## config.mk

```make
export PLATFORM = sky130hd
export DESIGN_NAME = johnson_decoder
export DESIGN_NICKNAME = d
export VERILOG_FILES = /design/src/rtl/johnson_pkg.sv /design/src/rtl/johnson_code_decode.sv /design/src/rtl/johnson_decoder.sv
export SDC_FILE = /design/constraint.sdc
export NUM_CORES = 1
export LEC_CHECK = 0
export CAP_MARGIN = 20
export CORE_ASPECT_RATIO = 0.6
export CORE_MARGIN = 5
export CORE_UTILIZATION = 53
export CTS_BUF_LIST = sky130_fd_sc_hd__clkbuf_8
export DETAILED_ROUTE_END_ITERATION = 10
export PLACE_DENSITY = 0.9
export SLEW_MARGIN = 5
export SYNTH_ARGS = -nofsm -noshare
export SYNTH_HDL_FRONTEND = slang
export SYNTH_SLANG_ARGS = --single-unit
```

## constraint.sdc

```tcl
create_clock -name clk -period 5 [get_ports clk]
set_clock_uncertainty 0.05 [all_clocks]
set_input_delay 1 -clock clk [delete_from_list [all_inputs] [get_ports clk]]
set_output_delay 1 -clock clk [all_outputs]
set_load 0.01 [all_outputs]
```

## src/rtl/johnson_pkg.sv

```systemverilog
// ============================================================
// johnson_pkg: shared FSM state type and phase-width helper
// Rev 1.0
// ============================================================
`default_nettype none

package johnson_pkg;

  typedef enum logic [0:0] {
    ST_UNLOCK = 1'b0,
    ST_LOCKED = 1'b1
  } state_t;

  // Bits needed to hold a step index 0..2N-1.
  function automatic int phase_w(input int n);
    return $clog2(2 * n);
  endfunction

endpackage

`default_nettype wire

```

## src/rtl/johnson_code_decode.sv

```systemverilog
// ============================================================
// johnson_code_decode: combinational Johnson code check and step decode
// Rev 1.0
// ============================================================
`default_nettype none

module johnson_code_decode
  import johnson_pkg::*;
#(
  parameter int N = 8
) (
  input  logic [N-1:0]            din,
  output logic                    legal,
  output logic [phase_w(N)-1:0]   phase
);

  localparam int              PW   = phase_w(N);
  localparam logic [PW-1:0]   c_N  = PW'(N);

  logic [N-1:0]  w_x;
  logic [PW-1:0] w_cnt;

  // Fold the MSB=1 half onto the MSB=0 half: ~din is then a run of ones from the LSB.
  assign w_x = din[N-1] ? ~din : din;

  always_comb begin
    w_cnt = '0;
    for (int i = 0; i < N; i++) begin
      w_cnt = w_cnt + {{(PW-1){1'b0}}, w_x[i]};
    end
  end

  assign legal = ((w_x & (w_x + {{(N-1){1'b0}}, 1'b1})) == '0);
  assign phase = din[N-1] ? (c_N + w_cnt) : w_cnt;

endmodule

`default_nettype wire

```

## src/rtl/johnson_decoder.sv

```systemverilog
// ============================================================
// johnson_decoder: twisted-ring chaser monitor (decode, track, lock, errors)
// Rev 1.0
// ============================================================
`default_nettype none

module johnson_decoder
  import johnson_pkg::*;
#(
  parameter int N        = 8,
  parameter int LOCK_LEN = 3,
  parameter int ERR_W    = 8
) (
  input  logic                  clk,
  input  logic                  rs,
  input  logic [N-1:0]          din,
  output logic [phase_w(N)-1:0] phase,
  output logic                  step,
  output logic                  hold,
  output logic                  locked,
  output logic                  code_err,
  output logic                  seq_err,
  output logic [ERR_W-1:0]      err_count
);

  localparam int               PW     = phase_w(N);
  localparam int               LC_W   = $clog2(LOCK_LEN + 1);
  localparam logic [PW-1:0]    c_PMAX = PW'(2 * N - 1);
  localparam logic [LC_W-1:0]  c_LOCK = LC_W'(LOCK_LEN);

  logic                w_legal;
  logic [PW-1:0]       w_dec;
  logic [PW-1:0]       w_phase_inc;

  state_t              r_state, w_nxt_state;
  logic [PW-1:0]       r_phase, w_nxt_phase;
  logic                r_prev_valid, w_nxt_pv;
  logic [LC_W-1:0]     r_lock_cnt, w_nxt_cnt, w_cnt_inc;
  logic [ERR_W-1:0]    r_err_count, w_nxt_err;
  logic                r_step, r_hold, r_code_err, r_seq_err;
  logic                w_step, w_hold, w_code_err, w_seq_err, w_legal_tr;

  johnson_code_decode #(.N(N)) u_decode (
    .din   (din),
    .legal (w_legal),
    .phase (w_dec)
  );

  assign w_phase_inc = (r_phase == c_PMAX) ? '0 : r_phase + PW'(1);
  assign w_cnt_inc   = r_lock_cnt + LC_W'(1);

  always_comb begin
    w_nxt_phase = r_phase;
    w_nxt_pv    = r_prev_valid;
    w_nxt_cnt   = r_lock_cnt;
    w_nxt_state = r_state;
    w_nxt_err   = r_err_count;
    w_step      = 1'b0;
    w_hold      = 1'b0;
    w_code_err  = 1'b0;
    w_seq_err   = 1'b0;
    w_legal_tr  = 1'b0;

    if (!w_legal) begin
      w_code_err  = 1'b1;
      w_nxt_pv    = 1'b0;
      w_nxt_cnt   = '0;
      w_nxt_state = ST_UNLOCK;
    end else if (!r_prev_valid) begin
      w_nxt_phase = w_dec;
      w_nxt_pv    = 1'b1;
      w_nxt_cnt   = '0;
    end else if (w_dec == r_phase) begin
      w_hold     = 1'b1;
      w_legal_tr = 1'b1;
    end else if (w_dec == w_phase_inc) begin
      w_step      = 1'b1;
      w_nxt_phase = w_dec;
      w_legal_tr  = 1'b1;
    end else begin
      // Resync to the new phase so a permanently shifted chaser can relock.
      w_seq_err   = 1'b1;
      w_nxt_phase = w_dec;
      w_nxt_cnt   = '0;
      w_nxt_state = ST_UNLOCK;
    end

    if (w_legal_tr && (r_state == ST_UNLOCK)) begin
      w_nxt_cnt = w_cnt_inc;
      if (w_cnt_inc == c_LOCK) begin
        w_nxt_state = ST_LOCKED;
      end
    end

    if ((w_code_err || w_seq_err) && (r_err_count != '1)) begin
      w_nxt_err = r_err_count + ERR_W'(1);
    end
  end

  always_ff @(posedge clk) begin
    if (rs) begin
      r_state      <= ST_UNLOCK;
      r_phase      <= '0;
      r_prev_valid <= 1'b0;
      r_lock_cnt   <= '0;
      r_err_count  <= '0;
      r_step       <= 1'b0;
      r_hold       <= 1'b0;
      r_code_err   <= 1'b0;
      r_seq_err    <= 1'b0;
    end else begin
      r_state      <= w_nxt_state;
      r_phase      <= w_nxt_phase;
      r_prev_valid <= w_nxt_pv;
      r_lock_cnt   <= w_nxt_cnt;
      r_err_count  <= w_nxt_err;
      r_step       <= w_step;
      r_hold       <= w_hold;
      r_code_err   <= w_code_err;
      r_seq_err    <= w_seq_err;
    end
  end

  assign phase     = r_phase;
  assign step      = r_step;
  assign hold      = r_hold;
  assign locked    = (r_state == ST_LOCKED);
  assign code_err  = r_code_err;
  assign seq_err   = r_seq_err;
  assign err_count = r_err_count;

endmodule

`default_nettype wire

```

== Yosys cells after proc, flatten, opt, wreduce, memory -nomap -nowiden ==
Cells that the tools add are included.

* Bits of input ports: 10
* Logic and storage cells: 69
* Bits in registers: 20
* Output and inout bits: 17

* Bitwise gates (word level): 5
* Multiplexer cells: 27
* Reduce and logical (&&, ||, !) cells: 8
* Eq/ne operators: 8
* Add/subtract/negate cells: 12

{| class="wikitable"
|+ Operator list
! cell !! number
|-
| $add 4x1->4 || 6
|-
| $mux 1 || 17
|-
| $add 8x1->8 const B || 2
|-
| $mux 4 || 4
|-
| $mux 2 || 5
|-
| $and 8x8->8 || 1
|-
| $eq 4x4->1 || 2
|-
| $logic_not 8->1 || 1
|-
| $mux 8 || 1
|-
| $ne 4x3->1 const B || 2
|-
| $ne 8x8->1 const B || 1
|-
| $not 8->8 || 1
|-
| $add 4x1->4 const B || 1
|-
| $add 4x4->4 const A || 1
|-
| $eq 4x4->1 const B || 1
|-
| $reduce_and 2->1 || 2
|-
| $reduce_or 4->1 || 1
|-
| $not 1->1 || 3
|-
| $reduce_or 3->1 || 1
|-
| $add 1x1->2 || 1
|-
| $add 2x1->2 const B || 1
|-
| $eq 2x2->1 const B || 1
|-
| $logic_and 1x1->1 || 2
|-
| $ne 2x2->1 const B || 1
|-
| $logic_or 1x1->1 || 1
|}

== Logic depth before layout (Yosys ltp) ==
* Depth in word-level cells: 19
* Gate-level depth with buffers: 12
* Mapped depth without buffers: 11

== Cells and area by module ==
A second synthesis with hierarchy kept.

* Cells, all modules: 144
* Area total of the unflattened synthesis: 1303.8 um^2

{| class="wikitable"
|+ Modules (own cells, without submodules)
! module !! instances !! area an instance (um^2) !! sequential area each (um^2) !! cells each
|-
| johnson_decoder || 1 || 957.2 || 400.4 || 105
|-
| johnson_code_decode || 1 || 346.6 || 0.0 || 39
|}

== Least setup slack after synthesis ==
No wires, ideal clock.

* Path type: input port to flip-flop
* Start: in din[7]
* End: reg r_err_count[7] (netlist: err_count[7])
* Cell stages on the path: 12
* Setup slack: 470 ps
* Data arrival time: 4356 ps
* Buffers on the path: 1
* Required time: 4827 ps
* Setup time: 123 ps
* Path through: buf_4 -> xor2_1 -> fa_1 -> ha_1 -> fa_1 -> fa_1 -> xnor3_2 -> xor2_1 -> nand3_2 -> o211ai_4 -> a2111oi_4 -> mux2_1

* Longest elaborated chain between the ends: 17
* Elaborated cells between the ends (all ways): 23
* Those cells by class: add/sub: 9; eq/ne: 2; mux: 7; bitwise: 2; reduce/logical: 3

{| class="wikitable"
|+ Ends and longest elaborated chain
! item !! line !! source
|-
| start, declared || johnson_decoder.sv:16 || <nowiki>input logic [N-1:0] din,</nowiki>
|-
| $mux 8 || johnson_code_decode.sv:24 || <nowiki>assign w_x = din[N-1] ? ~din : din;</nowiki>
|-
| $add 1x1->2 || johnson_code_decode.sv:29 || <nowiki>w_cnt = w_cnt + {{(PW-1){1'b0}}, w_x[i]};</nowiki>
|-
| $add 4x1->4 (6 in series) || johnson_code_decode.sv:29 ||
|-
| $add 4x4->4 || johnson_code_decode.sv:34 || <nowiki>assign phase = din[N-1] ? (c_N + w_cnt) : w_cnt;</nowiki>
|-
| $mux 4 || johnson_code_decode.sv:34 ||
|-
| $eq 4x4->1 || johnson_decoder.sv:76 || <nowiki>end else if (w_dec == w_phase_inc) begin</nowiki>
|-
| $mux 1 || johnson_decoder.sv:76 ||
|-
| $mux 1 || johnson_decoder.sv:73 || <nowiki>end else if (w_dec == r_phase) begin</nowiki>
|-
| $mux 1 || johnson_decoder.sv:69 || <nowiki>end else if (!r_prev_valid) begin</nowiki>
|-
| $mux 1 || johnson_decoder.sv:64 || <nowiki>if (!w_legal) begin</nowiki>
|-
| $logic_or 1x1->1 * || johnson_decoder.sv:95 || <nowiki>if ((w_code_err || w_seq_err) && (r_err_count != '1)) begin</nowiki>
|-
| $logic_and 1x1->1 * || johnson_decoder.sv:95 ||
|-
| end signal, assigned || johnson_decoder.sv:116 || <nowiki>r_err_count <= w_nxt_err;</nowiki>
|-
| end, declared || johnson_decoder.sv:39 || <nowiki>logic [ERR_W-1:0] r_err_count, w_nxt_err;</nowiki>
|}

Every way passes the cells marked *; elsewhere a longest branch is shown, timed or not.
A chain may end at the register's enable or synchronous reset.

== Worst setup path after layout ==
* Start: in din[7]
* End: reg r_err_count[2] (netlist: err_count[2])

Same word-level chain as after synthesis.

==> results <==
- Summed over all nets, the switching power comes to 0.000185 W.
- TritonCTS built the clock tree.
- The startpoint class of the critical path is an input pin.
- The detailed-route vias per instance is 5.53.
- The HPWL after detailed placement is 2.60 mm.
- At the later pin of the worst-skew pair, clock insertion delay measures 270 ps.
- For this run, asynchronously set or reset flops after synthesis account for 0%.
- Entering global routing, the biggest net connects 26 pins.
- The number of distinct library cells after synthesis is 37.
- Sorting the synthesized cells by area gives the leading types as sky130_fd_sc_hd__dfxtp_1 (29%), sky130_fd_sc_hd__xor2_1 (6.9%), sky130_fd_sc_hd__ha_1 (5.4%), sky130_fd_sc_hd__nor2_1 (5.1%), sky130_fd_sc_hd__fa_1 (4.3%).
- The proportion of layout cells with a drive suffix above 1 is 15.8%.
- The post-synthesis to final-layout area growth is 31.8%.
- After synthesis, flip-flops and latches occupy 28.9% of the total area.
- The number of slew-limit violations in the final report was 0.
- In this run the number of H-tree levels came out at 1.
- The final layout net count is 203.
- STA puts the critical path data required time at 5110 ps.
- The clock network burns 29.4% of the power.
- The flow ran to the end, and the final reports show no timing, DRC or antenna violations.
- In this run the biggest area consumer among cell types represents 28.9% of the synthesized area.
- The pre-antenna-repair detailed-routing pass consisted of 4 iterations.
- By area, the combinational part of the netlist is dominated by simple AND/OR/NAND/NOR gates.
- The starting density of the core is 55.4%.
- The floorplan step defined a die boundary enclosing 3770 µm².
- The layout has 163 filler cells.
- The highest attainable clock frequency is 205 MHz.
- IR analysis of the VDD net gives a maximum drop of 0.000200 V.
- The overall global routing resource usage is 18.4%.
- The portion of total power attributed to combinational logic is 39.4%.
- Of the total synthesized cell area, the portion taken by AND, OR, NAND and NOR gates is 19.3%.
- The core region is 2500 µm².
- The power per standard cell area is 307 nW/µm².
- A synthesized cell averages 9.44 µm².
- The post-detailed-route wirelength per cell is 16.2 µm.
- The congestion estimate from routability-driven global placement came to 0.909.
- The count of input and output buffers is 26.
- The number of antenna violations at the first check in global routing is 0.
- The cell at the root of the clock tree is sky130_fd_sc_hd__clkbuf_8.
- The count of final hold-check violations is 0.
- During synthesis, Yosys emitted a total of 0 warnings.
- The number of cells in the finished layout apart from fillers is 215.
- Along the worst path, the maximum fanout reaches 4.
- The combined area of all synthesized cells is 1390 µm².
- In the post-synthesis netlist, the cell with the most instances is sky130_fd_sc_hd__dfxtp_1.
- The synthesized netlist devotes 11.2% of its cell area to XOR and XNOR gates.
- The number of buffers added by the clock tree synthesis step is 3.
- The relative slew slack is 44.8%.
- The first global-routing pass estimated 5.60 mm of wire.
- Measured against the total synthesized area, the mux share comes to 10.0%.
- The via count of the first global-routing pass came to 1176.
- The sequential fraction of design power is 31.1%.
- Including well taps, the total number of placed cells is 210.
- For this run, design rule violations remaining after detail routing come to 0.
- The analysis attributes to cell leakage a power of 0.744 nW.
- The detailed router placed 1190 vias in this run.
- Summing the areas of all compound-gate instances in the mapped netlist gives 17.2% of the synthesized area.
- At the pin with the least slew margin, the transition time is 825 ps.
- The share of total power consumed by net switching is 33.0%.
- Dividing the final minimum period by the clock period gives 97.7%.
- The floorplan step set the die width to 76.1 µm.
- Across the run, the number of max-cap violations was 0.
- In the synthesized netlist the dominant register cell turns out to be sky130_fd_sc_hd__dfxtp_1.
- In this run, the number of DRC markers left after iteration 0 of detailed routing was 129.
- The total inserted antenna cells is 0.
- The remaining global-route overflow is 0.
- For this design, the sink count on the clock tree is 20.
- Setup violations remaining at the end of the flow were counted as 0.
- The remaining number of nets flagged by the antenna check after routing is 0.
- The total nets after synthesis is 166.
- The number of flops mapped to enable cells by yosys is 0.
- The total power after layout is 0.000561 W.
- The maximum clock path buffer count is 2.
- The post-synthesis register bit count is 20.
- The internal power of the cells is 0.000376 W.
- The type of the worst setup path is in2reg.
- After detailed routing, the total wire length is 3.48 mm.
- Data on the critical path arrives at its endpoint at 4990 ps.
- Counting I/O delays and the setup requirement, the final critical path takes 4890 ps.
- Summing the areas of all fa, ha and maj instances in the mapped netlist gives 9.74% of the synthesized area.
- The commonest cells after synthesis are sky130_fd_sc_hd__dfxtp_1 (20), sky130_fd_sc_hd__nor2_1 (19), sky130_fd_sc_hd__xor2_1 (11).
- The clock-pin slew on the worst setup and hold paths is 80 ps.
- The total I/O pin count is 27.
- The synthesized instance count is 147.
- After floorplanning, the core was divided into 14 placement rows.
- The worst min-delay path class is reg2reg.
- The biggest area consumer among synthesized cells is sky130_fd_sc_hd__dfxtp_1.
- STA classifies the critical path endpoint as a flop.
- In this run the vertical extent of the chip is 49.6 µm.
[worst max-delay path, stage by stage]
cell and delay (ps):
sky130_fd_sc_hd__clkdlybuf4s50_1 550, sky130_fd_sc_hd__xor2_1 200, sky130_fd_sc_hd__fa_1 450, sky130_fd_sc_hd__ha_1 320, sky130_fd_sc_hd__fa_1 480, sky130_fd_sc_hd__buf_4 170, sky130_fd_sc_hd__a21o_1 200, sky130_fd_sc_hd__a32o_1 250
sky130_fd_sc_hd__xor2_1 390, sky130_fd_sc_hd__o211ai_2 190, sky130_fd_sc_hd__a211oi_1 380, sky130_fd_sc_hd__mux2_2 390
[through the flow]
| stage | setup TNS [ps] | utilization (%) | instance area (µm²) | setup slack [ps] | hold slack (ps) |
|---|---|---|---|---|---|
| floorplan | 0 | - | 1390 | 470 | 408 |
| global placement | 0 | 69.4 | 1740 | 18.8 | 419 |
| detailed placement | -521 | 69.4 | 1740 | -128 | 472 |
| CTS | 0 | 72.2 | 1810 | 160 | 482 |
| global route | -7.90 | 73.0 | 1830 | -7.90 | 523 |
| finish | 0 | 73.0 | 1830 | 114 | 481 |
[metal layers]
| layer | wire length [µm] | up-vias | global-route usage (%) |
|---|---|---|---|
| li1 | - | 597 | - |
| met1 | 1600 | 556 | 24.2 |
| met2 | 1690 | 31 | 29.8 |
| met3 | 139 | 6 | 4.91 |
| met4 | 53 | 0 | 4.94 |
| met5 | 0 | - | 0 |
[path summary, 6_finish.rpt]
kind	start	end	slack [ps]	depth (start not counted)
min reg2reg	err_count[1]	err_count[1]	480	2
max	din[7]	err_count[2]	110	12
max reg2reg	phase[0]	err_count[2]	2460	7
min	err_count[1]	err_count[1]	480	2
[flip-flops by register name, summed over array words and instances (netlist names)]
register      count
code_err          1
err_count         8
hold              1
locked            1
phase             4
r_lock_cnt        2
r_prev_valid      1
seq_err           1
step              1
[power by group through the flow]
| stage | clock [W] | sequential [W] | combinational, W |
|---|---|---|---|
| after floorplan | 0 | 0.000180 | 0.000141 |
| after global placement | 0 | 0.000178 | 0.000200 |
| after detailed placement | 0 | 0.000178 | 0.000212 |
| after CTS | 0.000167 | 0.000174 | 0.000214 |
| after global routing | 0.000176 | 0.000176 | 0.000241 |
| final | 0.000165 | 0.000175 | 0.000221 |
[timing repair]
item	4_1_cts	5_1_grt
buffers inserted	0	0
resized for setup	0	1
hold buffers	0	0
setup endpoints to repair	0	4
[placed cells by master (no fill, tap or decap), types with 5 or more instances in the layout]
master                            instances
sky130_fd_sc_hd__nor2b_1                  9
sky130_fd_sc_hd__ha_1                     6
sky130_fd_sc_hd__nor2_1                  19
sky130_fd_sc_hd__nand2_1                  6
sky130_fd_sc_hd__mux2_2                   5
sky130_fd_sc_hd__a21oi_1                  8
sky130_fd_sc_hd__inv_1                    7
sky130_fd_sc_hd__dfxtp_1                 20
sky130_fd_sc_hd__buf_4                   10
sky130_fd_sc_hd__mux2i_1                  6
sky130_fd_sc_hd__clkdlybuf4s50_1         26
sky130_fd_sc_hd__xor2_1                  10
[kinds of logic after synthesis]
logic type	count (synthesis)
multiplexers	13
buffers and inverters	12
AND/OR/NAND/NOR	51
AO/OA/AOI/OAI	26
XOR/XNOR	16
flip-flops	20
adder cells (fa/ha/maj)	9
[final cells by class]
| type | instances | area (µm²) | share of cell area [%] |
|---|---|---|---|
| inverters | 7 | 26.3 | 1.44 |
| multi-input cells | 116 | 956 | 52.3 |
| well taps | 32 | 40.0 | 2.19 |
| clock inverters | 1 | 30.0 | 1.64 |
| repair buffers | 36 | 335 | 18.3 |
| clock buffers | 3 | 41.3 | 2.26 |
| flip-flops and latches | 20 | 400 | 21.9 |
(Power assumes the default switching activity.)
